--- src/rtl/riscv_pkg.sv ---
// Purpose: shared RV32 fetch-path types and constants.
// Latency: n/a (types and constants only).
// Backpressure: n/a.
package riscv_pkg;

    localparam int XLEN = 32;

    // addi x0, x0, 0
    localparam logic [XLEN-1:0] NOP_INST = 32'h0000_0013;

    typedef struct packed {
        logic [XLEN-1:0] pc;
        logic [XLEN-1:0] inst;
    } fetch_entry_t;

endpackage

--- src/rtl/sync_fifo.sv ---
// Purpose: generic synchronous FIFO with push/pop/flush and occupancy count.
// Latency: a push is visible at pop_data on the next cycle (registered, no bypass).
// Backpressure: push ignored when full, pop ignored when empty; flush wins over both.
//
// Ports:
//   clk, reset          clock, synchronous active-high reset
//   push, push_data     write one entry
//   pop                 drop the head entry
//   flush               empty the FIFO this cycle
//   pop_data            head entry (undefined while empty)
//   count, full, empty  occupancy status
module sync_fifo #(
    parameter int  DEPTH   = 4,
    parameter type entry_t = logic [63:0],
    localparam int CW      = $clog2(DEPTH + 1),
    localparam int PW      = $clog2(DEPTH)
) (
    input  logic          clk,
    input  logic          reset,
    input  logic          push,
    input  entry_t        push_data,
    input  logic          pop,
    input  logic          flush,
    output entry_t        pop_data,
    output logic [CW-1:0] count,
    output logic          full,
    output logic          empty
);

    entry_t        mem_q [DEPTH];
    logic [PW-1:0] wr_ptr_q, wr_ptr_d;
    logic [PW-1:0] rd_ptr_q, rd_ptr_d;
    logic [CW-1:0] count_q, count_d;
    logic          do_push;
    logic          do_pop;

    assign full     = (count_q == CW'(DEPTH));
    assign empty    = (count_q == '0);
    assign count    = count_q;
    assign pop_data = mem_q[rd_ptr_q];

    assign do_push = push && !full && !flush;
    assign do_pop  = pop && !empty && !flush;

    // DEPTH is a power of two, so the pointers wrap on their own.
    always_comb begin
        wr_ptr_d = wr_ptr_q;
        rd_ptr_d = rd_ptr_q;
        count_d  = count_q;
        if (flush) begin
            wr_ptr_d = '0;
            rd_ptr_d = '0;
            count_d  = '0;
        end else begin
            if (do_push) wr_ptr_d = wr_ptr_q + PW'(1);
            if (do_pop)  rd_ptr_d = rd_ptr_q + PW'(1);
            case ({do_push, do_pop})
                2'b10:   count_d = count_q + CW'(1);
                2'b01:   count_d = count_q - CW'(1);
                default: count_d = count_q;
            endcase
        end
    end

    always_ff @(posedge clk) begin
        if (reset) begin
            wr_ptr_q <= '0;
            rd_ptr_q <= '0;
            count_q  <= '0;
        end else begin
            wr_ptr_q <= wr_ptr_d;
            rd_ptr_q <= rd_ptr_d;
            count_q  <= count_d;
        end
    end

    // Storage carries no reset; validity is tracked by count_q alone.
    always_ff @(posedge clk) begin
        if (do_push) mem_q[wr_ptr_q] <= push_data;
    end

endmodule

--- src/rtl/inst_prefetch_buffer.sv ---
// Purpose: sequential instruction prefetcher feeding IF, flushing on redirect.
// Latency: response-to-fetch 1 cycle; redirect-to-new-instruction >= 3 cycles.
// Backpressure: requests throttled so queued + outstanding never exceeds DEPTH.
//
// Ports:
//   clk, reset                      clock, synchronous active-high reset
//   imem_req_valid/_addr/_ready     fetch request to instruction memory
//   imem_rsp_valid/_data            in-order instruction responses
//   redirect, redirect_pc           taken branch/jump from IF
//   fetch_valid/_pc/_inst/_ready    queue head handshake towards IF
module inst_prefetch_buffer
    import riscv_pkg::*;
#(
    parameter int              DEPTH    = 4,
    parameter logic [XLEN-1:0] RESET_PC = 32'h0000_0000
) (
    input  logic            clk,
    input  logic            reset,
    output logic            imem_req_valid,
    output logic [XLEN-1:0] imem_req_addr,
    input  logic            imem_req_ready,
    input  logic            imem_rsp_valid,
    input  logic [XLEN-1:0] imem_rsp_data,
    input  logic            redirect,
    input  logic [XLEN-1:0] redirect_pc,
    output logic            fetch_valid,
    output logic [XLEN-1:0] fetch_pc,
    output logic [XLEN-1:0] fetch_inst,
    input  logic            fetch_ready
);

    localparam int CW = $clog2(DEPTH + 1);

    logic [XLEN-1:0] req_pc_q, req_pc_d;
    logic [XLEN-1:0] rsp_pc_q, rsp_pc_d;
    logic [CW-1:0]   outstanding_q, outstanding_d;
    logic [CW-1:0]   discard_cnt_q, discard_cnt_d;

    logic [CW-1:0]   fifo_count;
    logic            fifo_full;
    logic            fifo_empty;
    fetch_entry_t    fifo_head;
    fetch_entry_t    fifo_wr;

    logic [CW:0]     credit_used;
    logic [XLEN-1:0] target_pc;
    logic            req_fire;
    logic            rsp_fire;
    logic            rsp_drop;
    logic            push;
    logic            pop;
    logic            unused_rpc_bits;

    assign target_pc       = {redirect_pc[XLEN-1:2], 2'b00};
    assign unused_rpc_bits = ^redirect_pc[1:0];

    // Reserving a queue slot for every in-flight request means a response
    // always has somewhere to land.
    assign credit_used    = {1'b0, fifo_count} + {1'b0, outstanding_q};
    assign imem_req_valid = !reset && !redirect && (credit_used < (CW+1)'(DEPTH));
    assign imem_req_addr  = req_pc_q;
    assign req_fire       = imem_req_valid && imem_req_ready;

    // A response with nothing outstanding is a protocol error and is ignored.
    assign rsp_fire = imem_rsp_valid && (outstanding_q != '0);
    assign rsp_drop = redirect || (discard_cnt_q != '0);
    assign push     = rsp_fire && !rsp_drop && !fifo_full;
    assign pop      = fetch_valid && fetch_ready && !redirect;

    assign fifo_wr.pc   = rsp_pc_q;
    assign fifo_wr.inst = imem_rsp_data;

    always_comb begin
        req_pc_d      = req_pc_q;
        rsp_pc_d      = rsp_pc_q;
        outstanding_d = outstanding_q;
        discard_cnt_d = discard_cnt_q;

        case ({req_fire, rsp_fire})
            2'b10:   outstanding_d = outstanding_q + CW'(1);
            2'b01:   outstanding_d = outstanding_q - CW'(1);
            default: outstanding_d = outstanding_q;
        endcase

        if (redirect) begin
            req_pc_d = target_pc;
            rsp_pc_d = target_pc;
            // Everything still in flight belongs to the old path, except a
            // response returning this very cycle, which is dropped right here.
            discard_cnt_d = outstanding_q - (rsp_fire ? CW'(1) : CW'(0));
        end else begin
            if (req_fire) req_pc_d = req_pc_q + 32'd4;
            if (push)     rsp_pc_d = rsp_pc_q + 32'd4;
            if (rsp_fire && (discard_cnt_q != '0)) discard_cnt_d = discard_cnt_q - CW'(1);
        end
    end

    always_ff @(posedge clk) begin
        if (reset) begin
            req_pc_q      <= RESET_PC;
            rsp_pc_q      <= RESET_PC;
            outstanding_q <= '0;
            discard_cnt_q <= '0;
        end else begin
            req_pc_q      <= req_pc_d;
            rsp_pc_q      <= rsp_pc_d;
            outstanding_q <= outstanding_d;
            discard_cnt_q <= discard_cnt_d;
        end
    end

    sync_fifo #(
        .DEPTH   (DEPTH),
        .entry_t (fetch_entry_t)
    ) u_queue (
        .clk       (clk),
        .reset     (reset),
        .push      (push),
        .push_data (fifo_wr),
        .pop       (pop),
        .flush     (redirect),
        .pop_data  (fifo_head),
        .count     (fifo_count),
        .full      (fifo_full),
        .empty     (fifo_empty)
    );

    // While empty, fetch_pc shows the PC the queue expects next.
    assign fetch_valid = !fifo_empty;
    assign fetch_pc    = fifo_empty ? rsp_pc_q : fifo_head.pc;
    assign fetch_inst  = fifo_empty ? NOP_INST : fifo_head.inst;

endmodule

--- config.mk ---
export PLATFORM = sky130hd
export DESIGN_NAME = inst_prefetch_buffer
export DESIGN_NICKNAME = d
export VERILOG_FILES = /design/src/rtl/riscv_pkg.sv /design/src/rtl/sync_fifo.sv /design/src/rtl/inst_prefetch_buffer.sv
export SDC_FILE = /design/constraint.sdc
export NUM_CORES = 1
export LEC_CHECK = 0
export CAP_MARGIN = 20
export CORE_MARGIN = 2
export CORE_UTILIZATION = 56
export DETAILED_ROUTE_END_ITERATION = 10
export MAX_ROUTING_LAYER = met4
export PLACE_DENSITY = 0.9
export SYNTH_ARGS = -nofsm -noshare
export SYNTH_HDL_FRONTEND = slang
export SYNTH_SLANG_ARGS = --single-unit
--- constraint.sdc ---
create_clock -name clk -period 4.6 [get_ports clk]
set_clock_uncertainty 0.15 [all_clocks]
set_input_delay 0.92 -clock clk [delete_from_list [all_inputs] [get_ports clk]]
set_output_delay 0.92 -clock clk [all_outputs]
set_load 0.01 [all_outputs]
# Word level (Yosys, flattened, before mapping)
# Memory sizes are Yosys's and may differ from the RTL's. A register that Yosys moved wholly into a read port is not among the register bits.
# Cells that the tools add are included.
[word_totals]
reg_bits = 77
ramBits = 256
input_bits = 70
output_inout_bits = 98
elab_cells = 70
n_memories = 1
[memory_table]
columns = ["memory", "words", "word_bits", "rd", "rd_ports_with_merged_regs", "wr", "line_no", "rtl"]
rows = [
  ["u_queue.mem_q", 4, 64, 1, 1, 1, "sync_fifo.sv:30", "entry_t mem_q [DEPTH];"],
]
[classes]
n_addsub = 11
order_cmp = 1
eq_ne = 5
n_mux = 15
reduce_logical = 28
[op_table]
columns = ["op", "n"]
rows = [
  ["32-bit two-way mux", 6],
  ["32-bit by 3-bit adder with 32-bit output, second input constant", 2],
  ["1-bit logical AND", 13],
  ["3-bit one-hot mux with 2 select lines", 2],
  ["2-bit nonzero test", 5],
  ["3-bit by 1-bit subtractor with 3-bit output, second input constant", 3],
  ["3-bit by 1-bit adder with 3-bit output, second input constant", 2],
  ["3-bit two-way mux", 2],
  ["3-bit nonzero test", 2],
  ["1-bit zero test", 5],
  ["2-bit by 1-bit adder with 2-bit output, second input constant", 2],
  ["3-bit by 3-bit adder with 4-bit output", 1],
  ["2-bit by 1-bit equality test with 1-bit output, second input constant", 2],
  ["2-bit equality test, second input constant", 2],
  ["4-bit by 3-bit less-than comparator with 1-bit output, second input constant", 1],
  ["2-bit two-way mux", 2],
  ["3-bit equality test, second input constant", 1],
  ["3-bit zero test", 1],
  ["1-bit two-way mux", 3],
  ["3-bit by 1-bit subtractor with 3-bit output", 1],
  ["2-bit OR reduction", 1],
  ["1-bit logical OR", 1],
]

# Depth between registers and ports, before layout
[depth]
depth_word = 9
ltp_mapped = 12
depth_no_buf = 11

# Cells and area by module
# A second synthesis with hierarchy kept.
[hier_totals]
cells_unflattened = 955
hier_area_um2 = 14206.1
[by_module_without_submodules]
columns = ["module", "instances", "cells_each", "area_each_um2"]
rows = [
  ["sync_fifo", 1, 391, 9765.6],
  ["inst_prefetch_buffer", 1, 564, 4440.5],
]

# Worst setup path before layout
# No wires, ideal clock.
[synth_path]
kind = "input port to flip-flop"
startpoint = "in imem_rsp_valid"
endpoint = "mem u_queue.mem_q[0][0] (netlist name) (enable)"
setup_ns = 0.426
arrival_time_ns = 3.069
required_time_ns = 4.024
path_slack_ns = 0.954
stages = 4
path_buffers = 1
cell_sequence = "o31ai_1 nor4_1 clkbuf_1 and2_1"
[synth_via]
elab_chain_cells = 7
[synth_lines]
columns = ["element", "line_no", "rtl"]
rows = [
  ["start, declared", "inst_prefetch_buffer.sv:22", "input logic imem_rsp_valid,"],
  ["1-bit logical AND", "inst_prefetch_buffer.sv:65", "assign rsp_fire = imem_rsp_valid && (outstanding_q != '0);"],
  ["1-bit logical AND (2 in series)", "inst_prefetch_buffer.sv:67", "assign push = rsp_fire && !rsp_drop && !fifo_full;"],
  ["1-bit logical AND (2 in series)", "sync_fifo.sv:42", "assign do_push = push && !full && !flush;"],
  ["1-bit two-way mux", "sync_fifo.sv:79", "if (do_push) mem_q[wr_ptr_q] <= push_data;"],
  ["1-bit two-way mux (not written as such)", "sync_fifo.sv:79", ""],
  ["end, declared", "sync_fifo.sv:30", ""],
]
# No other way between the ends.

==> metrics <==
status complete, no violations; RSZ-0062 raised after global routing false; CP Capture Type output port; Tmin final around 4000 ps; Port-buffer cells 161; Hold-fix buffers, CTS 0; Worst VDD drop between 200 and 300 uV; reg2reg start u_queue.count[1]; Critical Path RT ~3500 ps; Max FO, Critical Path 31; number of global-route vias before repair between 8,000 and 9,000; row cnt 57; Pleak approximately 5.5 nW; TritonCTS Buffers 31; max-slew violations 0; Tot GR Track Use about a quarter; Critical-path top delay cell dfxtp_4; Slowest Stage Delay on Critical Path 740 ps; DRC Markers 0; vias per inst slightly below 6; Hold Path Class reg2reg; initial antenna violation count 0; mux share of post-synthesis cell area about an eighth; fin crit share 86.5%; I/O pin cnt between 150 and 200; CTS root buffer clkbuf_16; Worst EP arrival 2910 ps; die area between 20,000 and 30,000 sq um; routed length per instance just over 20 um; predominant post-synthesis flop cell edfxtp_1; 1st-iter DRT viols between 700 and 800; area grow syn2layout 23.3%; Least-Margin Pin Slew 956 ps; main combinational cell family by area after synthesis multiplexers; Simple-Gate Fraction of Synth Area between 10% and 20%; GPL Wtd Cong between 0.8 and 0.9; Core Area approximately 24,000 sq um; chip width between 150 and 200 um; Setup CP Type reg2out; fraction of layout cells with a size suffix above 1 about 17%; final-report setup violation count 0; startpoint types flop; chip height 161 um; H-tree Lvls 1; clock slew at reported path FFs roughly 60 ps; Detailed Place HPWL roughly 19 mm; Register-to-Register Setup Slack roughly 1600 ps; Setup TNS Final 0 ps; post-layout util a little over two thirds; synthesized instance count 923; DRT Wirelength between 20 and 30 mm; synthesized flop and latch total between 300 and 400; largest net degree at the start of global routing 64; first-pass GRT wire length around 46 mm; ys async rst share 0%; Compound-Gate Fraction of Synth Area under 10%; later-pin clock latency in the skew report roughly 550 ps; max_cap viols 0; Total Nets Final ~1,200; clk buf depth 3; Ys Warns 0; PwrDens 398 nW/um^2; min-delay src imem_req_addr[29]; via count between 8,000 and 9,000; antenna viol nets, final 0; Post-Synth XOR/XNOR Area under 10%; Synth Cell Area 13,800 sq um; Synth cell types between 50 and 60; cell breakdown of the critical path buf_4 > mux4_2 > or2_2 > clkdlybuf4s50_1; GRT overflow 0; first-pass detailed-route iteration total 5; post-cts sizing count 0; Adder-Cell Fraction of Synth Area 1.56%; hold violation count in the final report 0; CTS tree done; # diodes 0; Setup Buffers After CTS 0; Total Power between 6 and 7 mW; Rel. slew slack 36.0%; CTS sink count ~320; Fillers about 1,600; post-synthesis sequential area ratio approximately 65%; fmax ~250 MHz; number of synthesized flops with an enable pin 248; Initial Util 56.7%; Avg Inst Size Synth 14.9 sq um
[layer usage]
layer | up-vias | routed length [um] | track usage [%]
met3 | 30 | 2000 | 2.94
li1 | 3934 | - | -
met2 | 352 | 14400 | 38.7
met5 | - | 0 | -
met1 | 4193 | 12600 | 32.2
met4 | 0 | 329 | 4.06
[cells by family after synthesis]
kind of cell / after synthesis
simple gates: 254
fa+ha+maj: 16
mux: 98
flops: 323
other cells: 1
compound gates: 118
buf+inv: 77
xor+xnor: 36
[through the flow]
stage | std cells | instance area, sq um | hold WS (ps) | worst slack (ps)
floorplan | 926 | 13800 | 333 | 954
global placement | 1386 | 15800 | 349 | 1030
detailed placement | 1386 | 15800 | 369 | 973
CTS | 1444 | 17000 | 385 | 548
global route | 1444 | 17000 | 406 | 458
finish | 1444 | 17000 | 388 | 623
[final cells by class]
| class | count | area (sq um) | share of cell area (%) |
|---|---|---|---|
| well taps | 324 | 405 | 2.39 |
| clock buffers | 33 | 783 | 4.62 |
| clock inverters | 25 | 348 | 2.05 |
| inverters | 29 | 109 | 0.642 |
| flip-flops and latches | 323 | 8950 | 52.8 |
| multi-input cells | 526 | 4510 | 26.6 |
| repair buffers | 184 | 1850 | 10.9 |
[path summary, 6_finish.rpt]
kind	to	cells after the start
worst max-delay path	fetch_inst[1]	4
worst min-delay path	imem_req_addr[30]	2
worst max register to register	imem_req_addr[31]	9
worst min register to register	imem_req_addr[30]	2
[flip-flops by register name (all words and copies together) (netlist names), named ones only]
signal / count
u_queue.mem_q: 248
imem_req_addr: 30
rsp_pc_q: 30
discard_cnt_q: 3
outstanding_q: 3
u_queue.count: 3
u_queue.rd_ptr_q: 2
u_queue.wr_ptr_q: 2
[placed cells by master, fill, tap and decap left out, types with 12 or more instances in the layout]
| cell | n |
|---|---|
| clkbuf_16 | 31 |
| inv_1 | 29 |
| nand3_1 | 23 |
| xor2_1 | 15 |
| a211oi_1 | 16 |
| o21ai_0 | 15 |
| mux2_2 | 30 |
| dfxtp_1 | 73 |
| nor2_1 | 42 |
| clkdlybuf4s50_1 | 161 |
| nor3_1 | 17 |
| nand4_1 | 26 |
| nand2_1 | 46 |
| xnor2_1 | 21 |
| and3_1 | 12 |
| a21oi_1 | 32 |
| nor2b_1 | 31 |
| edfxtp_1 | 248 |
| nor4_1 | 13 |
| mux4_2 | 62 |
| buf_4 | 18 |
| ha_1 | 14 |
[synth_stat cells (12+ instances only)]
| cell | number | share of area [%] |
|---|---|---|
| nand3_1 | 23 | 0.84 |
| inv_1 | 29 | 0.79 |
| clkbuf_1 | 31 | 0.85 |
| dfxtp_1 | 75 | 11 |
| nor4_1 | 13 | 0.59 |
| a211oi_1 | 16 | 0.87 |
| nor2b_1 | 31 | 1.4 |
| mux2_2 | 30 | 2.5 |
| a21oi_1 | 32 | 1.2 |
| nand2_1 | 46 | 1.3 |
| o21ai_0 | 15 | 0.55 |
| ha_1 | 14 | 1.3 |
| edfxtp_1 | 248 | 54 |
| nor2_1 | 42 | 1.1 |
| xnor2_1 | 21 | 1.3 |
| xor2_1 | 15 | 0.96 |
| nand4_1 | 26 | 1.2 |
| nor3_1 | 18 | 0.66 |
| mux4_2 | 62 | 10 |
| and3_1 | 12 | 0.55 |
[worst max-delay path, delay by kind of cell (launching register included)]
family,cells,cell delay (ps)
buffers and inverters,2,800
flip-flops,1,740
multiplexers,1,510
AND/OR/NAND/NOR,1,290
[where the power goes]
part,switching [mW],internal (mW),total (mW)
Combinational,0.310,0.312,0.622
Clock,1.08,1.69,2.77
Sequential,0.0996,3.25,3.35
Total,1.49,5.25,6.74
Note: power is estimated with default switching activity, not from simulation.
